## src/rtl/mips_pkg.sv

```systemverilog
// Shared definitions for the instruction fetch slice.
// Holds the FSM state encoding, the default reset fetch address, the opcodes
// the decoder cares about, and a helper that builds branch byte offsets.
package mips_pkg;

    localparam logic [31:0] RESET_PC_DEFAULT = 32'h0040_0000;

    // Fetch FSM state encoding.
    typedef logic [1:0] state_t;
    localparam state_t S_IDLE  = 2'd0;
    localparam state_t S_FETCH = 2'd1;
    localparam state_t S_VALID = 2'd2;

    // Opcodes seen on instr[31:26].
    localparam logic [5:0] OP_J   = 6'h02;
    localparam logic [5:0] OP_JAL = 6'h03;
    localparam logic [5:0] OP_BEQ = 6'h04;
    localparam logic [5:0] OP_BNE = 6'h05;

    // Sign-extended 16-bit word displacement converted to a byte offset.
    function automatic logic [31:0] branch_offset(input logic [15:0] imm);
        return {{14{imm[15]}}, imm, 2'b00};
    endfunction

endpackage

```

## src/rtl/fetch_unit_if.sv

```systemverilog
// Instruction memory read bus.
// Handshake: the master holds imem_req=1 and a stable imem_addr until a cycle
// in which the slave returns imem_ready=1; imem_rdata is valid only in that
// cycle. Only one request is outstanding at a time.
//   imem_req   : read request (master -> slave)
//   imem_addr  : word-aligned read address (master -> slave)
//   imem_ready : read data valid this cycle (slave -> master)
//   imem_rdata : instruction word (slave -> master)
interface fetch_unit_if;
    logic        imem_req;
    logic [31:0] imem_addr;
    logic        imem_ready;
    logic [31:0] imem_rdata;

    modport master (output imem_req, output imem_addr,
                    input  imem_ready, input imem_rdata);
    modport slave  (input  imem_req, input imem_addr,
                    output imem_ready, output imem_rdata);
endinterface

```

## src/rtl/pc_next_logic.sv

```systemverilog
// Combinational next-PC selection for the instruction held in decode.
//   pc_plus4_i     : address of the held instruction plus 4
//   instr_idx_i    : instr[25:0] (jump index; [15:0] is the branch immediate)
//   rs_data_i      : register jump target
//   branch_eq_i, branch_ne_i, jump_i, jump_src_i, zero_i : decoded control
//   next_pc_o      : selected next fetch address
//   misaligned_o   : register jump target with nonzero low bits
module pc_next_logic
    import mips_pkg::*;
(
    input  logic [31:0] pc_plus4_i,
    input  logic [25:0] instr_idx_i,
    input  logic [31:0] rs_data_i,
    input  logic        branch_eq_i,
    input  logic        branch_ne_i,
    input  logic        jump_i,
    input  logic        jump_src_i,
    input  logic        zero_i,
    output logic [31:0] next_pc_o,
    output logic        misaligned_o
);

    logic branch_taken;

    // Both branch flags set means "taken if either condition holds".
    assign branch_taken = (branch_eq_i & zero_i) | (branch_ne_i & ~zero_i);

    always_comb begin
        next_pc_o = pc_plus4_i;
        if (jump_i && jump_src_i) begin
            // Low bits are forced to zero; misalignment is flagged separately.
            next_pc_o = {rs_data_i[31:2], 2'b00};
        end else if (jump_i) begin
            next_pc_o = {pc_plus4_i[31:28], instr_idx_i, 2'b00};
        end else if (branch_taken) begin
            next_pc_o = pc_plus4_i + branch_offset(instr_idx_i[15:0]);
        end
    end

    assign misaligned_o = jump_i & jump_src_i & (|rs_data_i[1:0]);

endmodule

```

## src/rtl/fetch_unit.sv

```systemverilog
// Single-outstanding instruction fetch unit.
// Fetches a word at pc, holds it for decode until accepted, then moves pc to
// the selected next address and fetches again.
//   clk, reset      : clock (rising edge), asynchronous active-low reset
//   imem            : instruction memory bus (master side)
//   instr, op       : held instruction word and its opcode field
//   instr_valid     : held instruction is valid for decode
//   pc_plus4        : address of the held instruction plus 4
//   id_ready        : decode accepts the held instruction
//   branch_eq, branch_ne, jump, jump_src, zero, rs_data : control for the
//                     held instruction, used only on acceptance
//   addr_err        : pulse on acceptance of a misaligned register jump
//   fetch_count     : number of instructions accepted by decode
//   state_dbg       : current FSM state
module fetch_unit
    import mips_pkg::*;
#(
    parameter logic [31:0] RESET_PC = RESET_PC_DEFAULT
) (
    input  logic         clk,
    input  logic         reset,
    fetch_unit_if.master imem,
    output logic [31:0]  instr,
    output logic         instr_valid,
    output logic [5:0]   op,
    output logic [31:0]  pc_plus4,
    input  logic         id_ready,
    input  logic         branch_eq,
    input  logic         branch_ne,
    input  logic         jump,
    input  logic         jump_src,
    input  logic         zero,
    input  logic [31:0]  rs_data,
    output logic         addr_err,
    output logic [31:0]  fetch_count,
    output state_t       state_dbg
);

    state_t      state_q, state_d;
    logic [31:0] pc_q, pc_d;
    logic [31:0] instr_q, instr_d;
    logic [31:0] count_q, count_d;
    logic [31:0] next_pc;
    logic        misaligned;
    logic        accept;

    assign accept = (state_q == S_VALID) && id_ready;

    pc_next_logic u_pc_next (
        .pc_plus4_i   (pc_plus4),
        .instr_idx_i  (instr_q[25:0]),
        .rs_data_i    (rs_data),
        .branch_eq_i  (branch_eq),
        .branch_ne_i  (branch_ne),
        .jump_i       (jump),
        .jump_src_i   (jump_src),
        .zero_i       (zero),
        .next_pc_o    (next_pc),
        .misaligned_o (misaligned)
    );

    always_comb begin
        state_d = state_q;
        pc_d    = pc_q;
        instr_d = instr_q;
        count_d = count_q;
        case (state_q)
            S_IDLE: state_d = S_FETCH;
            S_FETCH: begin
                if (imem.imem_ready) begin
                    instr_d = imem.imem_rdata;
                    state_d = S_VALID;
                end
            end
            S_VALID: begin
                if (id_ready) begin
                    pc_d    = next_pc;
                    count_d = count_q + 32'd1;
                    state_d = S_FETCH;
                end
            end
            default: state_d = S_IDLE;
        endcase
    end

    always_ff @(posedge clk or negedge reset) begin
        if (!reset) begin
            state_q <= S_IDLE;
            pc_q    <= RESET_PC;
            instr_q <= 32'h0;
            count_q <= 32'h0;
        end else begin
            state_q <= state_d;
            pc_q    <= pc_d;
            instr_q <= instr_d;
            count_q <= count_d;
        end
    end

    assign imem.imem_req  = (state_q == S_FETCH);
    assign imem.imem_addr = pc_q;
    assign instr          = instr_q;
    assign instr_valid    = (state_q == S_VALID);
    assign op             = instr_q[31:26];
    assign pc_plus4       = pc_q + 32'd4;
    // Combinational so it lasts exactly the acceptance cycle; state is IDLE
    // during reset, which keeps it low.
    assign addr_err       = accept & misaligned;
    assign fetch_count    = count_q;
    assign state_dbg      = state_q;

endmodule

```

## src/flat_wrapper.sv

```systemverilog
// flat-port wrapper written by rule: the top's interface ports become plain ports
module fetch_unit_flat import mips_pkg::*;
#(
    parameter logic [31:0] RESET_PC = RESET_PC_DEFAULT
)
  (clk, reset, instr, instr_valid, op, pc_plus4, id_ready, branch_eq, branch_ne, jump, jump_src, zero, rs_data, addr_err, fetch_count, state_dbg, imem_imem_req, imem_imem_addr, imem_imem_ready, imem_imem_rdata);
  fetch_unit_if imem_i ();
  input  logic clk;
  input  logic reset;
  output logic [31:0] instr;
  output logic instr_valid;
  output logic [5:0] op;
  output logic [31:0] pc_plus4;
  input  logic id_ready;
  input  logic branch_eq;
  input  logic branch_ne;
  input  logic jump;
  input  logic jump_src;
  input  logic zero;
  input  logic [31:0] rs_data;
  output logic addr_err;
  output logic [31:0] fetch_count;
  output state_t state_dbg;
  output wire logic [$bits(imem_i.imem_req)-1:0] imem_imem_req;
  output wire logic [$bits(imem_i.imem_addr)-1:0] imem_imem_addr;
  input wire logic [$bits(imem_i.imem_ready)-1:0] imem_imem_ready;
  input wire logic [$bits(imem_i.imem_rdata)-1:0] imem_imem_rdata;
  assign imem_imem_req = imem_i.imem_req;
  assign imem_imem_addr = imem_i.imem_addr;
  assign imem_i.imem_ready = imem_imem_ready;
  assign imem_i.imem_rdata = imem_imem_rdata;
  fetch_unit #(.RESET_PC(RESET_PC)) u_core (.clk(clk), .reset(reset), .imem(imem_i), .instr(instr), .instr_valid(instr_valid), .op(op), .pc_plus4(pc_plus4), .id_ready(id_ready), .branch_eq(branch_eq), .branch_ne(branch_ne), .jump(jump), .jump_src(jump_src), .zero(zero), .rs_data(rs_data), .addr_err(addr_err), .fetch_count(fetch_count), .state_dbg(state_dbg));
endmodule
```

## config.mk

```make
export PLATFORM = sky130hd
export DESIGN_NAME = fetch_unit_flat
export DESIGN_NICKNAME = d
export VERILOG_FILES = /design/src/rtl/mips_pkg.sv /design/src/rtl/fetch_unit_if.sv /design/src/rtl/pc_next_logic.sv /design/src/rtl/fetch_unit.sv /design/src/flat_wrapper.sv
export SDC_FILE = /design/constraint.sdc
export NUM_CORES = 1
export LEC_CHECK = 0
export BUFFER_PORTS_ARGS = -buffer_cell sky130_fd_sc_hd__buf_2
export CAP_MARGIN = 30
export CORE_MARGIN = 3
export CORE_UTILIZATION = 35
export CTS_CLUSTER_SIZE = 30
export DETAILED_ROUTE_END_ITERATION = 8
export GPL_ROUTABILITY_DRIVEN = 0
export GPL_TIMING_DRIVEN = 1
export PLACE_DENSITY = 0.55
export SYNTH_ARGS = -nofsm -noshare
export SYNTH_HDL_FRONTEND = slang
export SYNTH_HIERARCHICAL = 1
export SYNTH_SLANG_ARGS = --single-unit
```

## constraint.sdc

```tcl
create_clock -name clk -period 6 [get_ports clk]
set_input_delay 0 -clock clk [delete_from_list [all_inputs] [get_ports clk]]
set_output_delay 0 -clock clk [all_outputs]
set_load 0.005 [all_outputs]
```

# --- Word-level counts from Yosys, hierarchy flattened ---
# Cells that the tools add are included.
classes:
  bitwise_logic: 7
  magnitude_cmp: 0
  mux: 6
  shifts: 0
  n_eq_ne: 4
  div_mod_pow: 0
  addsub: 3
  multipliers: 0
  reduce_logical: 7
op_table:
  columns: ["operator", "count"]
  rows:
  - ["$mux 32", 3]
  - ["$add 32x1->32 const B", 1]
  - ["$add 32x3->32 const B", 1]
  - ["$add 32x32->32", 1]
  - ["$pmux 2 s3", 1]
  - ["$reduce_and 2->1", 3]
  - ["$and 1x1->1", 5]
  - ["$mux 2", 2]
  - ["$ne 2x1->1 const B", 2]
  - ["$eq 2x1->1 const B", 1]
  - ["$eq 2x2->1 const B", 1]
  - ["$logic_and 1x1->1", 2]
  - ["$logic_not 2->1", 1]
  - ["$reduce_or 2->1", 1]
  - ["$not 1->1", 1]
  - ["$or 1x1->1", 1]
totals:
  rom_bits: 0
  regBits: 98
  ram_bits: 0
  memories: 0
  latch_bits: 0
  out_inout_bits: 139

# --- Depth between registers and ports, before layout ---
# Gate-level depths: netlist of the first run.
logic_depth:
  ltp_word: 6
  ltp_mapped: 17

# --- Modules after synthesis ---
# Netlist of the first run, hierarchy kept.
modules_own_cells:
  columns: ["mod", "seq_area_each_um2", "n_inst", "cells_each", "area_per_inst_um2"]
  rows:
  - ["fetch_unit", 2453.6, 1, 435, 4657.0]
  - ["pc_next_logic", 0.0, 1, 360, 2517.4]

# --- Worst setup path after synthesis of the first run ---
# No wires, ideal clock.
synth_timing:
  path_type: "reg2reg"
  from: "register u_core.pc_q[9] (netlist: u_core/imem.imem_addr[9])"
  to: "register u_core.pc_q[19] (netlist: u_core/imem.imem_addr[19])"
  slack_ns: 2.490
  t_arrival_ns: 3.393
  path_stages_with_launch: 17
  required_time_ns: 5.883
  setup_ns: 0.117
  synth_period_minus_slack_ns: 3.510
  cell_sequence: "dfrtp_1 -> clkbuf_2 -> nand4_1 -> nor4_4 -> xor2_1 -> ha_1 -> buf_2 -> a211oi_1 -> nand2b_1 -> o21ai_0 -> a21oi_2 -> o31ai_1 -> nand2b_1 -> xor2_1 -> a221o_1 -> nand2_1 -> nand2_1"
synth_via:
  elab_chain_len: 5
synth_rtl:
  columns: ["element", "line", "source"]
  rows:
  - ["start, declared", "fetch_unit.sv:40", "logic [31:0] pc_q, pc_d;"]
  - ["start signal, assigned", "fetch_unit.sv:94", "pc_q <= pc_d;"]
  - ["$add 32x3->32", "fetch_unit.sv:105", "assign pc_plus4 = pc_q + 32'd4;"]
  - ["net pc_plus4[14]", "flat_wrapper.sv:13", "output logic [31:0] pc_plus4;"]
  - ["$add 32x32->32", "pc_next_logic.sv:36", "next_pc_o = pc_plus4_i + branch_offset(instr_idx_i[15:0]);"]
  - ["$mux 32", "pc_next_logic.sv:35", "end else if (branch_taken) begin"]
  - ["$mux 32", "pc_next_logic.sv:33", "end else if (jump_i) begin"]
  - ["$mux 32", "pc_next_logic.sv:30", "if (jump_i && jump_src_i) begin"]
  - ["net u_core.next_pc[19]", "fetch_unit.sv:43", "logic [31:0] next_pc;"]
# The timed path passes the listed nets, and every way through them passes these cells.
# A chain may end at the register's enable or synchronous reset.

# --- Worst setup path after layout of the first run ---
layout_timing:
  from: "register u_core.pc_q[3] (netlist: u_core/imem.imem_addr[3])"
  to: "register u_core.pc_q[29] (netlist: u_core/imem.imem_addr[29])"
layout_via:
  elab_chain_len: 5
layout_rtl:
  columns: ["element", "line"]
  rows:
  - ["$add 32x3->32 (*)", "fetch_unit.sv:105"]
  - ["$add 32x32->32", "pc_next_logic.sv:36"]
  - ["$mux 32", "pc_next_logic.sv:35"]
  - ["$mux 32 (*)", "pc_next_logic.sv:33"]
  - ["$mux 32 (*)", "pc_next_logic.sv:30"]
  - ["net u_core.next_pc[29]", "fetch_unit.sv:43"]
# Mark *: on every way through the listed nets, which the timed path passes. The rest lies on a longest branch.

==> metrics.md, run 1 <==
| Metric | Value |
|---|---|
| Core ar. | 19,800 sq um |
| TritonCTS clock tree | built |
| Setup TNS | 0 ps |
| Cell with the most instances after synthesis | nand2_1 |
| VDD IR max | 0.245 mV |
| Crit path required time | 6240 ps |
| # Post-CTS Setup Buffers | 0 |
| Post-Syn Instances | 795 |
| Final hold vios | 0 |
| Initial Utilization | 0.363 |
| Die Ht | 149 microns |
| Clk root buf | clkbuf_16 |
| Number of max-cap violations | 0 |
| Cts hold-fix bufs | 37 |
| Yosys top cell by area | dfrtp_1 |
| Status | completed |
| Period Utilization, post-route | 0.681 |
| Yosys warns | 6 |
| Die Area | 22,300 sq um |
| CTS Buf Count | 9 |
| Slowest stage cell, crit path | nor4_4 |
| Slew Limit Fails | 0 |
| IO Count | 212 |
| Initial antenna violation count | 0 |
| Remaining DRCs | 0 |
| 1st-iter DRT viols | 467 |
| Clk slew on worst S/H paths | 80 ps |
| Clk sinks | 98 |
| EDFF count, synth | 0 |
| Min Hold Slack | 50.8 ps |
| Routed Antenna Nets | 0 |
| Register bit total from synthesis | 98 |
| Area grow syn2layout | 26.8% |
| Total power | 4.65 mW |
| Synthesized area | 7170 sq um |
| Count of cell types in the netlist | 70 |
| PD cells | 511 nW/um^2 |
| H-tree Lvls | 3 |
| FFs w/ async S/R, synth | 1.00 |
| Drt total wl | 23.2 mm |
| Critical path startpoint category | flip-flop |
| Synth area leaders | dfrtp_1 (34%), nand2_1 (7.0%), mux2_2 (6.1%), xnor2_1 (5.5%), ha_1 (5.4%) |
| Vias after detailed routing | 6,702 |
| Top cell family by delay on the critical path | compound AO/OA/AOI/OAI gates |
| Commonest cells in the netlist | nand2_1 (134), dfrtp_1 (97), xnor2_1 (45) |
| DR WL/cell | 18.0 microns |
| Fmax | 245 MHz |
| Top cell type's share of synthesized area | 0.338 |
| Clk_lat worst skew | 360 ps |
| Most used DFF post-synth | dfrtp_1 |
| HP Class | in -> reg |
| Critical path, cell by cell | ha_1 > nand3_1 > nor4_4 > xor2_1 > ha_1 > a211oi_1 > nand2b_1 > o21ai_0 > a21oi_2 > o311ai_1 > nand3_1 > a311oi_1 > a21oi_1 > nand2_1 > nand2_1 |
| ANT cells | 0 |
| Kind of critical path | reg -> reg |
| Mapped Avg Cell Area | 9.02 sq um |
| RSZ-0062 raised after global routing | false |
| Largest net degree at the start of global routing | 70 |
| Final instance area | 9090 sq um |
| Final #Nets | 1,121 |
| Crit-path max FO | 9 |
| Min cycle time layout | 4090 ps |
| Die width | 149 microns |
| Slowest stage delay, CP | 560 ps |
| CP endpoint kind | flip-flop |
| Final setup violation count | 0 |
| IO Port Bufs | 211 |
| Cell Area, Placed | 8410 sq um |
| Longest Clk Path Bufs | 2 |
| Max-slew headroom | 0.435 |
| Layout cells sized above 1 | 0.290 |
| Finished Layout Cells | 1,285 |
| Leakage power | 4.52 nW |
| WP data arrival | 4330 ps |
| Final Skew | 12.5 ps |
| Seq/Total Area, Yosys | 0.342 |
| Total Routing Usage GR | 0.207 |
| HPWL Detailed | 16.8 mm |
| Site Rows | 51 |
| CP bufs+invs | 0 |
| First-pass DRT Iterations | 4 |
| Grt ovf | 0 |
| Synthesized Nets | 900 |
| Post-cts sizing count | 0 |
| Vias in the first global route | 6,561 |
| First-pass GRT wire length | 36.7 mm |
| Placed Cells | 1,233 |
| Worst-Margin Slew | 847 ps |
| Via density | 5.22 |
==> cells by family after synthesis <==
family          Yosys count  synth area share
simple gates            315             0.232
compound gates          146             0.134
flops                    98             0.342
xor+xnor                 81            0.0989
mux                      66            0.0989
buf+inv                  57            0.0364
fa+ha+maj                32            0.0569
==> path summary, 6_finish.rpt <==
kind,startpoint,to,slack (ps),depth (start not counted)
worst max-delay path,u_core/imem.imem_addr[3],u_core/imem.imem_addr[29],1910,15
worst min-delay path,rs_data[7],u_core/imem.imem_addr[7],50,5
max in group asynchronous,reset,u_core/fetch_count[14],4590,3
min in group asynchronous,reset,u_core/instr[6],150,2
worst max register to register,u_core/imem.imem_addr[3],u_core/imem.imem_addr[29],1910,15
worst min register to register,u_core/fetch_count[31],u_core/fetch_count[31],460,1
==> placed cells by master (no fill, tap or decap), types with 8 or more instances in the layout <==
cell           instances
a211oi_1              23
inv_1                 13
mux2i_1               26
and2_1                12
nand2_1              134
and3_1                 9
mux2_2                39
xnor2_1               45
dfrtp_1               97
ha_1                  31
nand4_1               18
a21o_1                11
nor3_1                13
dlygate4sd3_1         37
a21oi_1               43
clkbuf_16              9
buf_2                210
o21ai_0               22
nor3b_1                8
xor2_1                36
nand3_1               27
nor2_1                36
nand2b_1               8
and4_1                10
==> state kept, by name, summed over array words and instances, names as in the netlist <==
| register | cells |
|---|---|
| u_core/fetch_count | 32 |
| u_core/instr | 32 |
| u_core/state_dbg | 2 |
| u_core/imem.imem_addr | 32 |
==> where the power goes <==
group | total, mW | internal, mW | switching (mW)
combinational | 2.80 | 1.27 | 1.53
clock | 0.647 | 0.368 | 0.279
sequential | 1.20 | 0.881 | 0.315
total | 4.65 | 2.52 | 2.12
==> layout make-up <==
type / count / area (sq um)
Clock inverter: 5 / 86.3
Clock buffer: 10 / 229
Tap cell: 265 / 332
Multi-Input combinational cell: 640 / 4470
Inverter: 13 / 48.8
Sequential cell: 98 / 2450
Timing Repair Buffer: 254 / 1470
Fill cell: 1975 / 10700
==> per-layer routing <==
metal	up-vias	routed length [microns]	track usage
met5	-	0	0
met4	0	411	0.0618
met3	23	1110	0.0264
met2	180	10800	0.332
met1	3215	10900	0.291
li1	3284	-	-
==> tightest hold or removal path: cells and delay by family <==
family / cells / cell delay (ps)
buffers and inverters: 1 / 70
AND/OR/NAND/NOR: 2 / 110
multiplexers: 1 / 60
AO/OA/AOI/OAI: 1 / 130
==> metrics by stage <==
step / util / worst slack, ps
2_1_floorplan: - / 2490
3_3_place_gp: 0.425 / 2030
5_1_grt: 0.460 / 1500
6_report: 0.460 / 1910
4_1_cts: 0.460 / 1890
3_5_place_dp: 0.425 / 1930
No activity file was read; power rests on OpenSTA's default activity.
==> run 2, diff against run 1 <==
PLACE_DENSITY = 0.57   (was 0.55)
clock period = 3.4 ns   (was 6 ns; I/O delays follow)
==> run 2 against run 1 <==
Net effect:
- clock skew up 1.5 ps
- clock power up 62%
- routed wire length up 7.7%
- critical path type unchanged
- non-clock buffer count up 128
- flip-flop and latch count unchanged
- final cell count up 10%
- power up 120%
- critical path depth up 1
- maximum frequency up 21%
- worst hold slack worse by 29 ps
- sequential power up 69%
- die area unchanged
==> metrics.md, run 2 (synthesis results as in run 1) <==
| Metric | Value |
|---|---|
| Status | completed |
| Fmax | 296 MHz (+21%) |
| Crit-path max FO | 5 (-4) |
| 1st-iter DRT viols | 479 (+2.6%) |
| Flop pwr share | 0.200 (-0.057) |
| WP data arrival | 3630 ps (-700 ps) |
| Die Ht | 149 microns (unchanged) |
| Total power | 10.1 mW (+120%) |
| Crit path required time | 3650 ps (-2590 ps) |
| Internal | 5.71 mW (+130%) |
| Final hold vios | 0 (unchanged) |
| Clock power frac | 0.104 (-0.035) |
| Slowest stage cell, crit path | or4_4 |
| Layout cells sized above 1 | 0.439 (+0.148) |
| Remaining DRCs | 0 (unchanged) |
| PD cells | 956 nW/um^2 (+87%) |
| CP bufs+invs | 1 (+1) |
| ANT cells | 0 (unchanged) |
| Most common cell after layout, fill and taps aside | buf_2 |
| VDD IR max | 0.502 mV (+100%) |
| First-pass DRT Iterations | 5 (+1) |
| Vias after detailed routing | 7,373 (+10%) |
| Max-slew headroom | 0.406 (-0.0288) |
| Routed Antenna Nets | 0 (unchanged) |
| Min cycle time layout | 3380 ps (-709 ps) |
| Area grow syn2layout | 48.0% |
| Clk slew on worst S/H paths | 80 ps (about the same) |
| Grt ovf | 0 (unchanged) |
| Final Skew | 14.1 ps (+1.52 ps) |
| Clk_lat worst skew | 360 ps (about the same) |
| Vias in the first global route | 7,183 (+9.5%) |
| Sw frac | 0.437 (-0.0199) |
| Worst-Margin Slew | 890 ps (+43.2 ps) |
| Final #Nets | 1,249 (+11%) |
| HPWL Detailed | 17.9 mm (+6.8%) |
| Pre-CTS setup slack | -216 ps (-2150 ps) |
| Die width | 149 microns (unchanged) |
| TritonCTS clock tree | built |
| Slowest stage delay, CP | 560 ps (about the same) |
| IO Port Bufs | 211 (unchanged) |
| IO Count | 212 (unchanged) |
| Core ar. | 19,800 sq um (unchanged) |
| Period Utilization, post-route | 0.994 (+0.312) |
| Clk sinks | 98 (unchanged) |
| Critical path startpoint category | flip-flop |
| Leakage power | 5.30 nW (+17%) |
| Total Routing Usage GR | 0.219 (+0.0123) |
| Multi-input gate area | 5010 sq um (+12%) |
| Fill count | 1,880 (-4.8%) |
| CP endpoint kind | flip-flop |
| Die Area | 22,300 sq um (unchanged) |
| DR WL/cell | 17.7 microns (-2.1%) |
| Clk root buf | clkbuf_16 |
| Switching pwr | 4.44 mW (+110%) |
| Final setup violation count | 0 (unchanged) |
| Via density | 5.21 (about the same) |
| Critical path, cell by cell | ha_4 > nand3_4 > nor2_4 > xor2_2 > ha_4 > o211a_1 > a211oi_1 > buf_4 > or4_4 > a21oi_4 > nor2_2 > o211ai_2 > xor2_1 > a221o_1 > nand2_1 > nand2_1 |
| First-pass GRT wire length | 38.8 mm (+5.9%) |
| RSZ-0062 raised after global routing | true |
| Drt total wl | 25.0 mm (+7.7%) |
| Site Rows | 51 (unchanged) |
| CTS Buf Count | 9 (unchanged) |
| HP Class | in -> reg |
| Initial antenna violation count | 0 (unchanged) |
| Kind of critical path | reg -> reg |
| Longest Clk Path Bufs | 2 (unchanged) |
| Slew Limit Fails | 0 (unchanged) |
| Number of max-cap violations | 0 (unchanged) |
| Comb pwr share | 0.696 (+0.092) |
| Reg area | 2460 sq um (+0.15%) |
| H-tree Lvls | 3 (unchanged) |
| Initial Utilization | 0.363 (unchanged) |
| Final worst slack | 21.9 ps (-1890 ps) |
| Largest net degree at the start of global routing | 48 (-31%) |
| Highest-count cells in the layout ignoring fill and taps | buf_2 (210), nand2_1 (132), buf_4 (131) |
| Top cell family by delay on the critical path | compound AO/OA/AOI/OAI gates |
run 2: cell types whose count changed in the layout (fill, tap and decap cells not counted), moves of 6 or more:
cell	previous run	this run
a211oi_1	23	17
a21oi_1	43	36
o21ai_0	22	14
ha_4	0	10
buf_4	7	131
xnor2_2	0	11
a21oi_2	1	7
a211oi_2	0	6
xnor2_1	45	33
ha_1	31	18
run 2: metrics by stage:
step | cell area (sq um) | std cells | hold slack [ps] | setup TNS [ps] | utilization
2_1_floorplan | 7180 | 795 | -296 | -1.77 | -
3_3_place_gp | 9230 | 1340 | 216 | -168 | 0.467
3_5_place_dp | 9260 | 1341 | -19.0 | -837 | 0.468
4_1_cts | 10000 | 1397 | 6.14 | 0 | 0.507
5_1_grt | 10600 | 1414 | 47.1 | -1540 | 0.537
6_report | 10600 | 1414 | 21.6 | 0 | 0.537
run 2: power by group through the flow:
| stage | Combinational, mW | Sequential, mW | Clock, mW |
|---|---|---|---|
| 2_1_floorplan | 3.40 | 2.01 | 0 |
| 3_3_place_gp | 6.01 | 1.99 | 0 |
| 6_report | 7.06 | 2.03 | 1.05 |
| 5_1_grt | 7.71 | 2.10 | 1.12 |
| 3_5_place_dp | 6.02 | 2.00 | 0 |
| 4_1_cts | 6.23 | 1.98 | 1.09 |
run 2: worst paths after layout:
path                                     startpoint                         to  slack (ps)  cells after the start
setup / recovery           u_core/imem.imem_addr[2]  u_core/imem.imem_addr[25]          20                     16
hold / removal                          rs_data[30]  u_core/imem.imem_addr[30]          20                      5
setup reg to reg           u_core/imem.imem_addr[2]  u_core/imem.imem_addr[25]          20                     16
hold reg to reg              u_core/fetch_count[31]     u_core/fetch_count[31]         460                      1
max in group asynchronous                     reset     u_core/fetch_count[20]        2410                      4
min in group asynchronous                     reset            u_core/instr[6]         140                      2
run 2: what timing repair did:
item	CTS	global route
hold buffers	36	0
resized for setup	17	88
cloned	0	0
pin swaps	1	34
setup buffers	4	17
setup endpoints to repair	13	20
endpoints found under the hold margin	78	0
run 2: tightest hold or removal path: cells and delay by family:
family                 cells  cell delay [ps]
and+or+nand+nor            1               50
AOI/OAI and AO/OA          3              210
buffers and inverters      1               80
run 2: per-layer routing:
| metal | part of all wire | vias up | wire (microns) | global-route usage |
|---|---|---|---|---|
| li1 | - | 3538 | - | - |
| met1 | 0.46 | 3588 | 11500 | 0.305 |
| met2 | 0.47 | 218 | 11800 | 0.356 |
| met3 | 0.053 | 29 | 1320 | 0.0337 |
| met4 | 0.017 | 0 | 432 | 0.0581 |
| met5 | 0 | - | 0 | 0 |
run 2: cell type report:
type,count,area share
inverters,13,0.00460
clock inverters,6,0.00519
well taps,265,0.0312
repair buffers,382,0.233
clock buffers,10,0.0225
flip-flops and latches,98,0.231
multi-input cells,640,0.472
==> run 3, diff against run 2 <==
PLACE_DENSITY = 0.55   (was 0.57)
clock period = 4.3 ns   (was 3.4 ns; I/O delays follow)
==> run 3 against run 2 <==
Net effect:
- flip-flop and latch count stayed put
- sequential share of layout area is 3.7 points higher
- sequential power is 18% lower
- die area stayed put
- first-iteration DRC count is 10% lower
- worst hold slack better by 16 ps
- setup slack better by 340 ps
- count of clock-buffer cells in the layout is 1 higher
- final cell count is 8.8% lower
- register-to-register slack better by 340 ps
==> metrics.md, run 3 (synthesis results as in run 1) <==
| Metric | Value |
|---|---|
| Number of max-cap violations | 0 (unchanged) |
| Initial Utilization | 0.363 (unchanged) |
| Final hold vios | 0 (unchanged) |
| Largest net degree at the start of global routing | 62 (+29%) |
| Clk slew on worst S/H paths | 70 ps (about the same) |
| Final setup violation count | 0 (unchanged) |
| TritonCTS clock tree | built |
| Clk sinks | 98 (unchanged) |
| Longest Clk Path Bufs | 2 (unchanged) |
| Clk root buf | clkbuf_16 |
| Final #Nets | 1,125 (-9.9%) |
| CP endpoint kind | flip-flop |
| Routed Antenna Nets | 0 (unchanged) |
| Die Area | 22,300 sq um (unchanged) |
| RSZ-0062 raised after global routing | false |
| Vias in the first global route | 6,722 (-6.4%) |
| Fill count | 1,950 (+3.7%) |
| Via density | 5.24 (+0.48%) |
| Min cycle time layout | 3940 ps (+565 ps) |
| Core ar. | 19,800 sq um (unchanged) |
| Leakage power | 4.55 nW (-14%) |
| PD cells | 716 nW/um^2 (-25%) |
| HPWL Detailed | 17.2 mm (-4.3%) |
| Layout cells sized above 1 | 0.298 (-0.141) |
| Remaining DRCs | 0 (unchanged) |
| Slowest stage delay, CP | 560 ps (about the same) |
| HP Class | in -> reg |
| # Post-CTS Setup Buffers | 0 (-4) |
| Kind of critical path | reg -> reg |
| H-tree Lvls | 3 (unchanged) |
| CP bufs+invs | 0 (-1) |
| IO Port Bufs | 211 (unchanged) |
| Highest-count cells in the layout ignoring fill and taps | buf_2 (210), nand2_1 (134), dfrtp_1 (97) |
| Drt total wl | 23.0 mm (-7.8%) |
| WL met3 | 1.05 mm (-20%) |
| ANT cells | 0 (unchanged) |
| Final worst slack | 357 ps (+335 ps) |
| Total Routing Usage GR | 0.207 (-0.0118) |
| Vias after detailed routing | 6,759 (-8.3%) |
| DR WL/cell | 17.9 microns (+1.1%) |
| Initial antenna violation count | 0 (unchanged) |
| Crit-path max FO | 6 (+1) |
| Area grow syn2layout | 27.6% |
| Finished Layout Cells | 1,290 (-8.8%) |
| Worst-Margin Slew | 881 ps (-9.36 ps) |
| Slowest stage cell, crit path | or4_4 |
| 1st-iter DRT viols | 430 (-10%) |
| VDD IR max | 0.276 mV (-45%) |
| Top cell family by delay on the critical path | simple AND/OR/NAND/NOR gates |
| WP data arrival | 4180 ps (+550 ps) |
| Crit path required time | 4540 ps (+890 ps) |
| Slew Limit Fails | 0 (unchanged) |
| Final Skew | 8.37 ps (-5.69 ps) |
| Pre-CTS setup slack | 336 ps (+552 ps) |
| Die width | 149 microns (unchanged) |
| Min Hold Slack | 37.7 ps (+16.1 ps) |
| Placed Cells | 1,238 (-7.7%) |
| Critical path, cell by cell | ha_1 > nand3_1 > nor2_1 > nand4_1 > xnor2_1 > ha_1 > and3_4 > nand3_2 > or4_4 > a21oi_2 > o311ai_1 > a21o_1 > a311oi_1 > a21oi_1 > nand2_1 > nand2_1 |
| Max-slew headroom | 0.413 (+0.00624) |
| First-pass GRT wire length | 36.9 mm (-5.0%) |
| Site Rows | 51 (unchanged) |
| M1 wire length | 11.1 mm (-3.6%) |
| Max Used Layer | met4 |
| Most common cell after layout, fill and taps aside | buf_2 |
| Met2 wire length | 10.5 mm (-11%) |
| Status | completed |
| Critical path startpoint category | flip-flop |
| Clk_lat worst skew | 350 ps (about the same) |
| CTS Buf Count | 9 (unchanged) |
| Fmax | 254 MHz (-14%) |
| Setup TNS | 0 ps (unchanged) |
| First-pass DRT Iterations | 5 (unchanged) |
| Die Ht | 149 microns (unchanged) |
| IO Count | 212 (unchanged) |
| Period Utilization, post-route | 0.917 (-0.0766) |
| Grt ovf | 0 (unchanged) |
run 3: what timing repair did:
item / in CTS / in global routing
resized for setup: 0 / 4
endpoints found under the hold margin: 93 / 0
endpoints found under the setup margin: 0 / 4
hold buffers: 36 / 0
run 3: layer usage:
layer / global-route usage / up-vias
met1: 0.293 / 3254
met2: 0.329 / 184
met5: 0 / -
met3: 0.0273 / 27
met4: 0.0650 / 0
li1: - / 3294
run 3: layout make-up:
type                       count  area, sq um  area share
multi-input combinational    640         4490       0.490
tap                          265          332      0.0362
sequential                    98         2450       0.268
clock buffer                  11          243      0.0265
inverter                      13         48.8     0.00533
clock inverter                 5         85.1     0.00930
timing repair buffer         258         1500       0.164
run 3: power breakdown:
| part | switching [mW] | total (mW) | leakage (nW) | internal, mW |
|---|---|---|---|---|
| clock | 0.393 | 0.923 | 0.156 | 0.531 |
| combinational | 2.16 | 3.97 | 3.15 | 1.80 |
| sequential | 0.440 | 1.67 | 1.24 | 1.23 |
| total | 2.99 | 6.56 | 4.55 | 3.56 |
run 3: final timing paths:
check / start / to / slack, ps / cells past startpoint
worst min-delay path: rs_data[30] / u_core/imem.imem_addr[30] / 40 / 5
worst max-delay path: u_core/imem.imem_addr[3] / u_core/imem.imem_addr[29] / 360 / 16
min in group asynchronous: reset / u_core/instr[7] / 270 / 2
worst max register to register: u_core/imem.imem_addr[3] / u_core/imem.imem_addr[29] / 360 / 16
worst min register to register: u_core/fetch_count[31] / u_core/fetch_count[31] / 480 / 1
max in group asynchronous: reset / u_core/state_dbg[1] / 2990 / 3
run 3: stage by stage:
| step | cell area [sq um] | total power, mW | util |
|---|---|---|---|
| final | 9150 | 6.56 | 0.463 |
| after detailed placement | 8450 | 5.55 | 0.427 |
| after floorplan | 7170 | 4.28 | - |
| after global placement | 8450 | 5.57 | 0.427 |
| after CTS | 9140 | 6.55 | 0.462 |
| after global routing | 9150 | 7.09 | 0.463 |
run 3: tightest hold or removal path, stage by stage:
cell and delay [ps]:
buf_2 80, a32oi_1 100, o31ai_1 70, nand2_1 50, o21ai_0 60
